### config.mk
export PLATFORM = sky130hd
export DESIGN_NAME = mempool_tile_resp_age_arbiter
export DESIGN_NICKNAME = d
export VERILOG_FILES = /design/src/rtl/mempool_tile_resp_age_arbiter.sv
export SDC_FILE = /design/constraint.sdc
export NUM_CORES = 1
export LEC_CHECK = 0
export CELL_PAD_IN_SITES_DETAIL_PLACEMENT = 0
export CELL_PAD_IN_SITES_GLOBAL_PLACEMENT = 2
export CORE_MARGIN = 2
export CORE_UTILIZATION = 25
export DETAILED_ROUTE_END_ITERATION = 8
export PLACE_DENSITY_LB_ADDON = 0.25
export SETUP_SLACK_MARGIN = 0.1
export SYNTH_ARGS = -nofsm -noshare
export SYNTH_HDL_FRONTEND = slang
export SYNTH_SLANG_ARGS = --single-unit
export TNS_END_PERCENT = 50
### constraint.sdc
create_clock -name clk_i -period 35.3 [get_ports clk_i]
set_input_delay 5.295 -clock clk_i [delete_from_list [all_inputs] [get_ports clk_i]]
set_output_delay 5.295 -clock clk_i [all_outputs]
set_load 0.05 [all_outputs]
### src/rtl/mempool_tile_resp_age_arbiter.sv
// Age-ordered N-to-M response arbiter: grants up to NumOut valid inputs per cycle, oldest first.
// Define MEMPOOL_RESP_ARB_STATS_EN to build the grant/stall/max-age statistics outputs.
module mempool_tile_resp_age_arbiter #(
  parameter int unsigned NumInp    = 16,
  parameter int unsigned NumOut    = 3,
  parameter int unsigned AgeWidth  = 4,
  parameter bit          OutReg    = 1'b1,
  parameter type         payload_t = logic
) (
  input  logic                  clk_i,
  input  logic                  rst_i,
  input  payload_t [NumInp-1:0] data_i,
  input  logic [NumInp-1:0]     valid_i,
  output logic [NumInp-1:0]     ready_o,
  output payload_t [NumOut-1:0] data_o,
  output logic [NumOut-1:0]     valid_o,
  input  logic [NumOut-1:0]     ready_i,
  output logic [31:0]           grant_cnt_o,
  output logic [31:0]           stall_cnt_o,
  output logic [AgeWidth-1:0]   max_age_o
);

  localparam int unsigned IdxW = (NumInp > 1) ? $clog2(NumInp) : 1;
  localparam logic [AgeWidth-1:0] AgeMax = {AgeWidth{1'b1}};

  logic [AgeWidth-1:0] age_q [NumInp];
  logic [AgeWidth-1:0] age_d [NumInp];
  logic [NumInp-1:0]   req;
  logic [NumInp-1:0]   grant;
  logic [NumOut-1:0]   avail;
  logic [NumOut-1:0]   slot_load;
  logic [IdxW-1:0]     slot_src [NumOut];

  // Masking requests during reset keeps ready_o and any pass-through valid_o low.
  assign req     = valid_i & {NumInp{~rst_i}};
  assign ready_o = grant;

  // Rank of an input = number of requesters ahead of it (older, or equally old and lower index).
  // The input of rank r takes the r-th available slot in ascending output order.
  always_comb begin
    int unsigned rank;
    int unsigned pos;
    grant     = '0;
    slot_load = '0;
    rank      = 0;
    pos       = 0;
    for (int unsigned k = 0; k < NumOut; k++) slot_src[k] = '0;
    for (int unsigned j = 0; j < NumInp; j++) begin
      rank = 0;
      for (int unsigned i = 0; i < NumInp; i++) begin
        if (req[i] && ((age_q[i] > age_q[j]) || ((age_q[i] == age_q[j]) && (i < j)))) begin
          rank = rank + 1;
        end
      end
      pos = 0;
      for (int unsigned k = 0; k < NumOut; k++) begin
        if (avail[k]) begin
          if (req[j] && (pos == rank)) begin
            grant[j]     = 1'b1;
            slot_load[k] = 1'b1;
            slot_src[k]  = IdxW'(j);
          end
          pos = pos + 1;
        end
      end
    end
  end

  always_comb begin
    for (int unsigned j = 0; j < NumInp; j++) begin
      if (valid_i[j] && !ready_o[j]) begin
        age_d[j] = (age_q[j] == AgeMax) ? AgeMax : age_q[j] + AgeWidth'(1);
      end else begin
        age_d[j] = '0;
      end
    end
  end

  always_ff @(posedge clk_i or posedge rst_i) begin
    if (rst_i) begin
      for (int unsigned j = 0; j < NumInp; j++) age_q[j] <= '0;
    end else begin
      for (int unsigned j = 0; j < NumInp; j++) age_q[j] <= age_d[j];
    end
  end

  if (OutReg) begin : gen_out_reg
    payload_t [NumOut-1:0] data_q;
    logic [NumOut-1:0]     valid_q;

    // A slot draining this cycle may be reloaded in the same cycle.
    assign avail = ~valid_q | ready_i;

    always_ff @(posedge clk_i or posedge rst_i) begin
      if (rst_i) begin
        valid_q <= '0;
        data_q  <= '0;
      end else begin
        for (int unsigned k = 0; k < NumOut; k++) begin
          if (slot_load[k]) begin
            valid_q[k] <= 1'b1;
            data_q[k]  <= data_i[slot_src[k]];
          end else if (ready_i[k]) begin
            valid_q[k] <= 1'b0;
          end
        end
      end
    end

    assign valid_o = valid_q;
    assign data_o  = data_q;
  end else begin : gen_out_comb
    assign avail   = ready_i;
    assign valid_o = slot_load;

    always_comb begin
      data_o = '0;
      for (int unsigned k = 0; k < NumOut; k++) begin
        if (slot_load[k]) data_o[k] = data_i[slot_src[k]];
      end
    end
  end

`ifdef MEMPOOL_RESP_ARB_STATS_EN
  logic [31:0]         grant_cnt_q;
  logic [31:0]         stall_cnt_q;
  logic [31:0]         hs_num;
  logic [AgeWidth-1:0] max_age;

  always_comb begin
    hs_num  = '0;
    max_age = '0;
    for (int unsigned k = 0; k < NumOut; k++) begin
      if (valid_o[k] && ready_i[k]) hs_num = hs_num + 32'd1;
    end
    for (int unsigned j = 0; j < NumInp; j++) begin
      if (age_q[j] > max_age) max_age = age_q[j];
    end
  end

  always_ff @(posedge clk_i or posedge rst_i) begin
    if (rst_i) begin
      grant_cnt_q <= '0;
      stall_cnt_q <= '0;
    end else begin
      grant_cnt_q <= grant_cnt_q + hs_num;
      stall_cnt_q <= stall_cnt_q + 32'(|(valid_i & ~ready_o));
    end
  end

  assign grant_cnt_o = grant_cnt_q;
  assign stall_cnt_o = stall_cnt_q;
  assign max_age_o   = max_age;
`else
  assign grant_cnt_o = '0;
  assign stall_cnt_o = '0;
  assign max_age_o   = '0;
`endif

endmodule

### Word level (Yosys, flattened, before mapping)

Index checks and enable logic that the tools add are counted.

| operators by class | value |
|---|---|
| $add $sub $neg | 257 |
| $lt $le $gt $ge | 259 |
| eq/ne operators | 168 |
| mux-type cells | 582 |
| bitwise logic cells | 4 |
| reduce and logical (&&, ||, !) cells | 475 |

Operators with widths:

| operator | number |
|---|---|
| $mux W32 | 241 |
| $add A32 B1 Y32 const B | 240 |
| $eq A32 B32 Y1 | 32 |
| $gt A4 B4 Y1 | 256 |
| $logic_not A32 Y1 | 16 |
| $eq A4 B4 Y1 | 120 |
| $mux W4 | 119 |
| $logic_and A1 B1 Y1 | 320 |
| $mux W1 | 219 |
| $logic_or A1 B1 Y1 | 120 |
| $add A4 B1 Y4 const B | 16 |
| $eq A4 B4 Y1 const B | 16 |
| $and A16 B16 Y16 | 1 |
| $logic_not A1 Y1 | 16 |
| $lt A4 B5 Y1 const B | 3 |
| $bmux W1 S4 | 3 |
| $reduce_bool A2 Y1 | 3 |
| $not A3 Y3 | 1 |
| $or A3 B3 Y3 | 1 |
| $add A1 B1 Y2 const B | 1 |
| $not A1 Y1 | 1 |

| word-level totals | value |
|---|---|
| bits in registers | 70 |
| bits of input ports | 37 |
| logic and storage cells | 1767 |

### Depth between registers and ports, before layout

Gate-level depths: netlist of run 1.

| logic depth | value |
|---|---|
| word-level depth | 69 |
| depth in mapped cells | 65 |
| depth with buffers taken out | 64 |

### Worst setup path before layout of run 1

No wires, ideal clock.

| timing path | value |
|---|---|
| path kind | input -> output |
| from | in rst_i |
| to | out ready_o[3] |
| arrival time | 17.413 ns |
| data required time | 30.005 ns |
| slack | 12.592 ns |
| stages | 54 |
| cells stage by stage | buf_6 -> buf_6 -> clkinv_1 -> nand2_1 -> a21oi_1 -> ha_1 -> and3b_1 -> a31oi_1 -> and2_1 -> inv_2 -> ha_1 -> nor2_1 -> a21oi_1 -> ha_1 -> nand2_1 -> a21bo_2 -> ha_1 -> nand2_1 -> [... 18 more ...] -> ha_1 -> inv_1 -> a21oi_1 -> ha_1 -> mux2_2 -> ha_1 -> nand2_1 -> nand2_1 -> ha_1 -> nand2_1 -> xor2_1 -> o21ai_0 -> nor2_1 -> o21ai_0 -> nor4_1 -> o2111a_1 -> or4b_1 -> o22ai_1 |

| on the way | value |
|---|---|
| longest elaborated chain between the ends | 42 |

RTL lines:

| element | line | source |
|---|---|---|
| start, declared | 11 | `input logic rst_i,` |
| $not A1 Y1 (*) | 35 | `assign req = valid_i & {NumInp{~rst_i}};` |
| $and A16 B16 Y16 (*) | 35 |  |
| $logic_and A1 B1 Y1 | 51 | `if (req[i] && ((age_q[i] > age_q[j]) \|\| ((age_q[i] == age_q[j]) && (i < j)))) begin` |
| $mux W1 | 51 |  |
| $add A32 B1 Y32 | 52 | `rank = rank + 1;` |
| $mux W32 | 51 |  |
| $add A32 B1 Y32 | 52 |  |
| $mux W32 | 51 |  |
| [... 26 more ...] | -- |  |
| $logic_not A32 Y1 | 58 | `if (req[j] && (pos == rank)) begin` |
| $logic_and A1 B1 Y1 | 58 |  |
| $mux W1 | 58 |  |
| $mux W1 | 57 | `if (avail[k]) begin` |
| $mux W1 | 58 |  |
| $mux W1 | 57 |  |
| $mux W1 | 58 |  |
| $mux W1 (*) | 57 |  |
| end, declared | 14 | `output logic [NumInp-1:0] ready_o,` |

Mark *: on every way between the ends. The rest lies on a longest branch, timed or not.

### Worst setup path in the final report of run 1

| timing path | value |
|---|---|
| from | in valid_i[2] |
| to | out ready_o[7] |

| on the way | value |
|---|---|
| longest elaborated chain between the ends | 37 |

RTL lines:

| element | line | source |
|---|---|---|
| start, declared | 13 | `input logic [NumInp-1:0] valid_i,` |
| $and A16 B16 Y16 (*) | 35 |  |
| $logic_and A1 B1 Y1 (*) | 51 |  |
| $mux W32 (*) | 51 |  |
| $add A32 B1 Y32 | 52 |  |
| $mux W32 (*) | 51 |  |
| $add A32 B1 Y32 | 52 |  |
| $mux W32 (*) | 51 |  |
| $add A32 B1 Y32 | 52 |  |
| [... 21 more ...] | -- |  |
| $logic_not A32 Y1 | 58 |  |
| $logic_and A1 B1 Y1 | 58 |  |
| $mux W1 | 58 |  |
| $mux W1 | 57 |  |
| $mux W1 | 58 |  |
| $mux W1 | 57 |  |
| $mux W1 | 58 |  |
| $mux W1 (*) | 57 |  |

Marks and branches as above.

==> implementation parameters, run 1 <==
Parameter                              Value

Outcome
  Status ... complete, no violations

Route
  Average detailed-routed wire length per instance ... 24.5 µm
  DRC violation count after routing ... 0
  Vias per cell ... 5.51
  Count of routing violations after the opening detailed-route iteration ... 3,653
  First-pass iteration count of the detailed router ... 6
  Final routed wirelength across all metal layers ... 220 mm
  Antenna Nets Post-Route ... 0
  Detailed-route via count ... 49,249

Timing
  Max-slew violations ... 0
  Final setup violation count ... 0
  Slew at the pin closest to its max-slew limit ... 1.23 ns
  Total negative slack for setup checks ... 0 ns
  Final worst clock skew ... 0.0227 ns
  Slew HR ... 17.6%
  Fmax ... 42.2 MHz
  Final hold violations ... 0
  Post-route minimum period ... 23.71 ns
  Setup repair after global routing missed its margin ... no
  Final worst path period share ... 67.2%

Placement
  RePlAce Congestion ... 0.917
  DP HPWL ... 177 mm
  PortBufs ... 58

Floorplanning
  Die area ... 194,000 µm²
  Initial cell density of the core ... 25.1%
  Number of cell rows ... 160
  Standard cell core area ... 190,000 µm²
  Height of the die ... 441 µm
  Width of the die ... 441 µm
  I/O pin count ... 127

Clocking
  Clock buffers created by TritonCTS ... 9
  Number of levels in the clock H-tree ... 3
  Insertion delay to the later sink of the worst-skew pair ... 0.42 ns
  Total number of clock tree sinks ... 70
  Gates resized, CTS repair ... 0
  Clock transition at the register clock pins on the worst setup and hold paths after CTS ... 0.07 ns
  Post-CTS setup-driven buffer insertion count ... 0
  Number of hold buffers added after cts ... 0
  CTS tree ... yes
  Root Driver ... clkbuf_16
  Max Root-Sink Buffers ... 2

Synthesis
  Share of synthesized cell area in and, or, nand and nor gates ... 26.6%
  Ranking of synthesized cells by area ... ha_1 (19%), xnor2_1 (6.6%), nand2_1 (4.4%), xnor3_1 (4.0%), a21oi_1 (3.9%)
  Parity-gate share of the synthesized area counting xor and xnor cells ... 16.2%
  Warnings from Yosys ... 0
  Count of flip-flops with a built-in enable after synthesis ... 0
  Adder-Cell Fraction of Synth Area ... 19.2%
  Largest family of logic cells by synthesized area ... simple AND/OR/NAND/NOR gates
  Library cell occupying the most area in the post-synthesis netlist ... ha_1
  Multiplexer share of the synthesized area ... 3.00%
  Yosys cell types ... 143
  Portion of the post-synthesis area used by sequential elements ... 3.67%
  Proportion of synthesized flip-flops having asynchronous set or reset ... 100%
  Area share of the largest cell type after synthesis ... 18.9%
  Mean Syn Cell Area ... 7.54 µm²
  Mapped cell area ... 47,700 µm²
  Most common flop cell mapped by yosys ... dfrtp_1
  Share of the synthesized area in compound gates (AO/OA/AOI/OAI) ... 26.2%
  Cells after Synth ... 6,329
  Synth Register Bits ... 70

Final layout
  Total number of nets in the final design ... 7,183
  Commonest cells after routing, fill and taps aside ... ha_1 (721), nand2_1 (554), nor2_1 (455)
  Share of cells above drive strength 1 ... 7.29%
  Area taken by multi-input logic gates ... 43,900 µm²
  Area of all sequential standard cells ... 1750 µm²
  Most common cell after layout, fill and taps aside ... ha_1
  Growth of design area from synthesis to finish ... 9.30%
  Fill cells ... 20,756

Worst setup path
  Data arrival time of the worst path ... 18.42 ns
  Stage delay of the slowest cell on the critical path ... 1.10 ns
  Type of element launching the critical path ... input port
  Length in cells of the worst reg-to-reg path ... 62
  Endpoint of the worst-slack reg-to-reg timing path ... data_o[1]
  Worst setup path class ... in2out
  Slowest cell on crit path ... clkdlybuf4s50_1
  Worst reg2reg setup slack ... 20.82 ns
  Required arrival time at the worst endpoint ... 30.00 ns
  Source of the worst register-to-register timing path ... age_q[31]
  Most prevalent standard cell on the critical path ... ha_1
  Type of destination of the critical path ... output pin
  Top fanout value on the critical path ... 39

Job
  MaxCap Viol Count ... 0

Global routing
  Vias in the first global route ... 46,130
  Met2 global-route usage ... 36.9%
  Global-route congestion overflow total ... 0
  Layer carrying the most global-route usage ... met2
  Initial antenna violation count ... 8
  Largest net degree at the start of global routing ... 50
  Wire length of the first global-routing pass ... 317 mm
  Global-route met1 utilization ... 29.7%
  Global routing usage on met3 ... 1.41%
  Combined global-route utilization of all metal layers ... 21.8%

Min path
  Hold Crit Endpoint ... data_o[2]
  Type of the most critical hold path ... reg2reg
  Hold depth ... 2
  Hold path start ... data_o[2]
-- stage by stage --
step,utilization [%],hold slack [ns],instances,area (µm²),worst slack (ns)
after CTS,27.5,0.525,8941,52200,11.69
after floorplan,-,0.490,6396,48000,12.59
after global routing,27.5,0.556,8941,52200,10.81
final,27.5,0.518,8943,52200,11.59
after global placement,27.3,0.509,8925,51800,11.89
after detailed placement,27.3,0.506,8925,51800,11.74
-- critical path: cells and delay by family --
kind	cells	cell delay, ns
buf+inv	7	2.49
compound gates	16	3.84
fa+ha+maj	12	3.40
mux	5	1.12
simple gates	11	2.25
-- how the worst max path moves through the flow --
stage	startpoint	cells after the start	slack (ns)	endpoint
after floorplan	rst_i	54	12.59	ready_o[3]
after global placement	valid_i[2]	51	11.89	ready_o[7]
after detailed placement	valid_i[2]	51	11.74	ready_o[7]
after CTS	valid_i[2]	51	11.69	ready_o[7]
after global routing	valid_i[2]	53	10.81	ready_o[6]
final	valid_i[2]	51	11.59	ready_o[7]
-- cell families (layout without fill, tap and decap cells) --
kind of cell,count (synthesis),in the layout
compound gates,1744,1744
xor+xnor,671,671
fa+ha+maj,737,737
buf+inv,540,574
flops,70,70
mux,137,137
other cells,1,70
simple gates,2429,2429
-- per-layer routing --
layer  part of all wire [%]  vias to the layer above  routed length (µm)
met5                 0.0096                        -                  21
met3                    3.7                      175                8140
met1                     47                    23923              103000
met4                    3.2                        4                7020
li1                       -                    23996                   -
met2                     46                     1151              102000
-- state kept, by name, indices dropped and copies added, names as in the netlist --
| signal | flops |
|---|---|
| age_q | 64 |
| valid_o | 3 |
| data_o | 3 |
-- cell usage after synthesis (all sizes together) (22+ instances only) --
master and count:
mux2i 87, o31a 35, nor2b 121, a211oi 86, xnor3 92, nand3 273
or3 63, a41o 26, nand3b 27, a31oi 61, o21ai 289, nand2 556
xnor2 397, o22ai 42, o311ai 22, o211ai 106, a221oi 26, buf 115
or2 53, a21oi 376, o31ai 64, a2111oi 37, a21o 103, and3 101
dfrtp 70, a21boi 30, nand2b 125, or4 38, ha 721, mux2 50
a41oi 27, nand4 84, nor4 63, clkbuf 73, nor2 461, o211a 56
xor2 170, o2111ai 30, and2 119, nor3b 40, inv 349, o21a 68
a211o 32, nor3 205
-- layout make-up --
cell class	count	area share (%)
antenna	2	0.00960
clock buffer	9	0.432
clock inverter	7	0.158
inverter	352	2.54
multi-input combinational	5786	84.2
sequential	70	3.36
tap	2511	6.02
timing repair buffer	206	3.23
Power of run 1 is left out: the tool's default activity adds up to more than one toggle a clock period on the data nets, which glitch-free logic cannot reach.
==> run 2, diff against run 1 <==
- clock period: 35.3 -> 23.3 ns (I/O delays scaled with it)
==> run 2 against run 1 <==
- die area unchanged
- global-route usage about the same
- non-clock buffer count increased by 3
- cell count is essentially flat
- routed wire length increased by 0.12%
==> implementation parameters, run 2 (synthesis results as in run 1) <==
Parameter                              Value

Outcome
  Status ... complete, no violations

Timing
  Max-slew violations ... 0 (unchanged)
  Final hold violations ... 0 (unchanged)
  Slew at the pin closest to its max-slew limit ... 1.28 ns (+0.0490 ns)
  Final setup violation count ... 0 (unchanged)
  Setup repair after global routing missed its margin ... no
  Final worst clock skew ... 0.0237 ns (+0.000983 ns)
  Total negative slack for setup checks ... 0 ns (unchanged)
  Smallest hold slack ... 0.514 ns (-0.00436 ns)
  Post-route minimum period ... 19.68 ns
  Fmax ... 50.8 MHz
  Final worst path period share ... 84.4%
  Slew HR ... 14.4% (-3.1 points)

Placement
  Placed instance count ... 8,928 (+0.034%)
  RePlAce Congestion ... 0.894 (-2.6%)
  DP HPWL ... 178 mm (+0.41%)
  PortBufs ... 58 (unchanged)

Floorplanning
  I/O pin count ... 127 (unchanged)
  Die area ... 194,000 µm² (unchanged)
  Number of cell rows ... 160 (unchanged)
  Height of the die ... 441 µm (unchanged)
  Width of the die ... 441 µm (unchanged)
  Standard cell core area ... 190,000 µm² (unchanged)
  Initial cell density of the core ... 25.1% (unchanged)

Clocking
  Post-CTS setup-driven buffer insertion count ... 0 (unchanged)
  Number of levels in the clock H-tree ... 3 (unchanged)
  Number of hold buffers added after cts ... 0 (unchanged)
  Max Root-Sink Buffers ... 2 (unchanged)
  Root Driver ... clkbuf_16
  Insertion delay to the later sink of the worst-skew pair ... 0.41 ns (about the same)
  Gates resized, CTS repair ... 0 (unchanged)
  Clock buffers created by TritonCTS ... 9 (unchanged)
  Total number of clock tree sinks ... 70 (unchanged)
  Clock transition at the register clock pins on the worst setup and hold paths after CTS ... 0.08 ns (about the same)
  CTS tree ... yes

Worst setup path
  Worst setup path class ... in2out
  Type of destination of the critical path ... output pin
  Data arrival time of the worst path ... 16.18 ns (-2.24 ns)
  Stage delay of the slowest cell on the critical path ... 1.01 ns (-0.09 ns)
  Type of element launching the critical path ... input port
  Required arrival time at the worst endpoint ... 19.81 ns (-10.19 ns)
  Most prevalent standard cell on the critical path ... ha_1
  Slowest cell on crit path ... clkdlybuf4s50_1
  Number of buffer and inverter stages on the critical path ... 8 (+1)
  Kind of cell adding the most delay to the critical path ... adder cells
  Top fanout value on the critical path ... 10 (-74%)

Route
  DRC violation count after routing ... 0 (unchanged)
  Antenna Nets Post-Route ... 0 (unchanged)
  Vias per cell ... 5.53 (+0.39%)
  Detailed-route via count ... 49,452 (+0.41%)
  Count of routing violations after the opening detailed-route iteration ... 3,721 (+1.9%)
  Final routed wirelength across all metal layers ... 220 mm (+0.12%)
  Average detailed-routed wire length per instance ... 24.6 µm (about the same)
  First-pass iteration count of the detailed router ... 5 (-1)

Job
  MaxCap Viol Count ... 0 (unchanged)

Global routing
  Vias in the first global route ... 46,003 (-0.28%)
  Combined global-route utilization of all metal layers ... 21.8% (about the same)
  Largest net degree at the start of global routing ... 40 (-20%)
  Global-route congestion overflow total ... 0 (unchanged)
  Initial antenna violation count ... 9 (+1)
  Wire length of the first global-routing pass ... 316 mm (about the same)

Final layout
  Share of cells above drive strength 1 ... 7.37% (+0.074 points)
  Most common cell after layout, fill and taps aside ... ha_1
  Max FFs per register ... 64 (unchanged)
  Commonest cells after routing, fill and taps aside ... ha_1 (721), nand2_1 (554), nor2_1 (455)
  Total number of nets in the final design ... 7,186 (+0.042%)
  Fin cells ... 8,945 (+0.022%)
  Growth of design area from synthesis to finish ... 9.32% (about the same)
  Register with the highest flop count ... age_q

Min path
  Type of the most critical hold path ... reg2reg
[run 2: worst paths after layout]
kind	start	to	slack, ns	cells past startpoint
setup / recovery	valid_i[0]	ready_o[7]	3.62	54
hold / removal	data_o[0]	data_o[0]	0.51	2
setup reg to reg	age_q[30]	data_o[1]	8.98	62
hold reg to reg	data_o[0]	data_o[0]	0.51	2
max in group asynchronous	rst_i	age_q[20]	18.58	4
min in group asynchronous	rst_i	age_q[47]	3.32	2
[run 2: area by class of cell]
class / instances / area [µm²]
timing repair buffer: 209 / 1710
fill: 20687 / 138000
tap: 2511 / 3140
clock buffer: 9 / 225
antenna: 1 / 2.50
clock inverter: 7 / 61.3
inverter: 352 / 1330
multi-input combinational: 5786 / 43900
sequential: 70 / 1750
[run 2: through the flow]
step / util (%) / worst slack (ns) / area [µm²]
floorplan: - / 4.19 / 48000
global placement: 27.3 / 3.67 / 51900
detailed placement: 27.3 / 3.69 / 51900
CTS: 27.5 / 3.64 / 52200
global route: 27.5 / 2.81 / 52200
finish: 27.5 / 3.62 / 52200
[run 2: layer usage]
metal  GRT usage (%)  vias to the layer above  share of wire [%]
met2            36.8                     1162                 46
met5               0                        -              0.012
li1                -                    23986                  -
met3            1.65                      203                3.7
met1            29.5                    24097                 47
met4            6.37                        4                3.4
[run 2: worst min-delay path, delay by kind of cell, from the launching register on]
family          cells  cell delay, ns
simple gates        1            0.06
compound gates      1            0.06
flops               1            0.37
Power of run 2 is left out for the same reason.
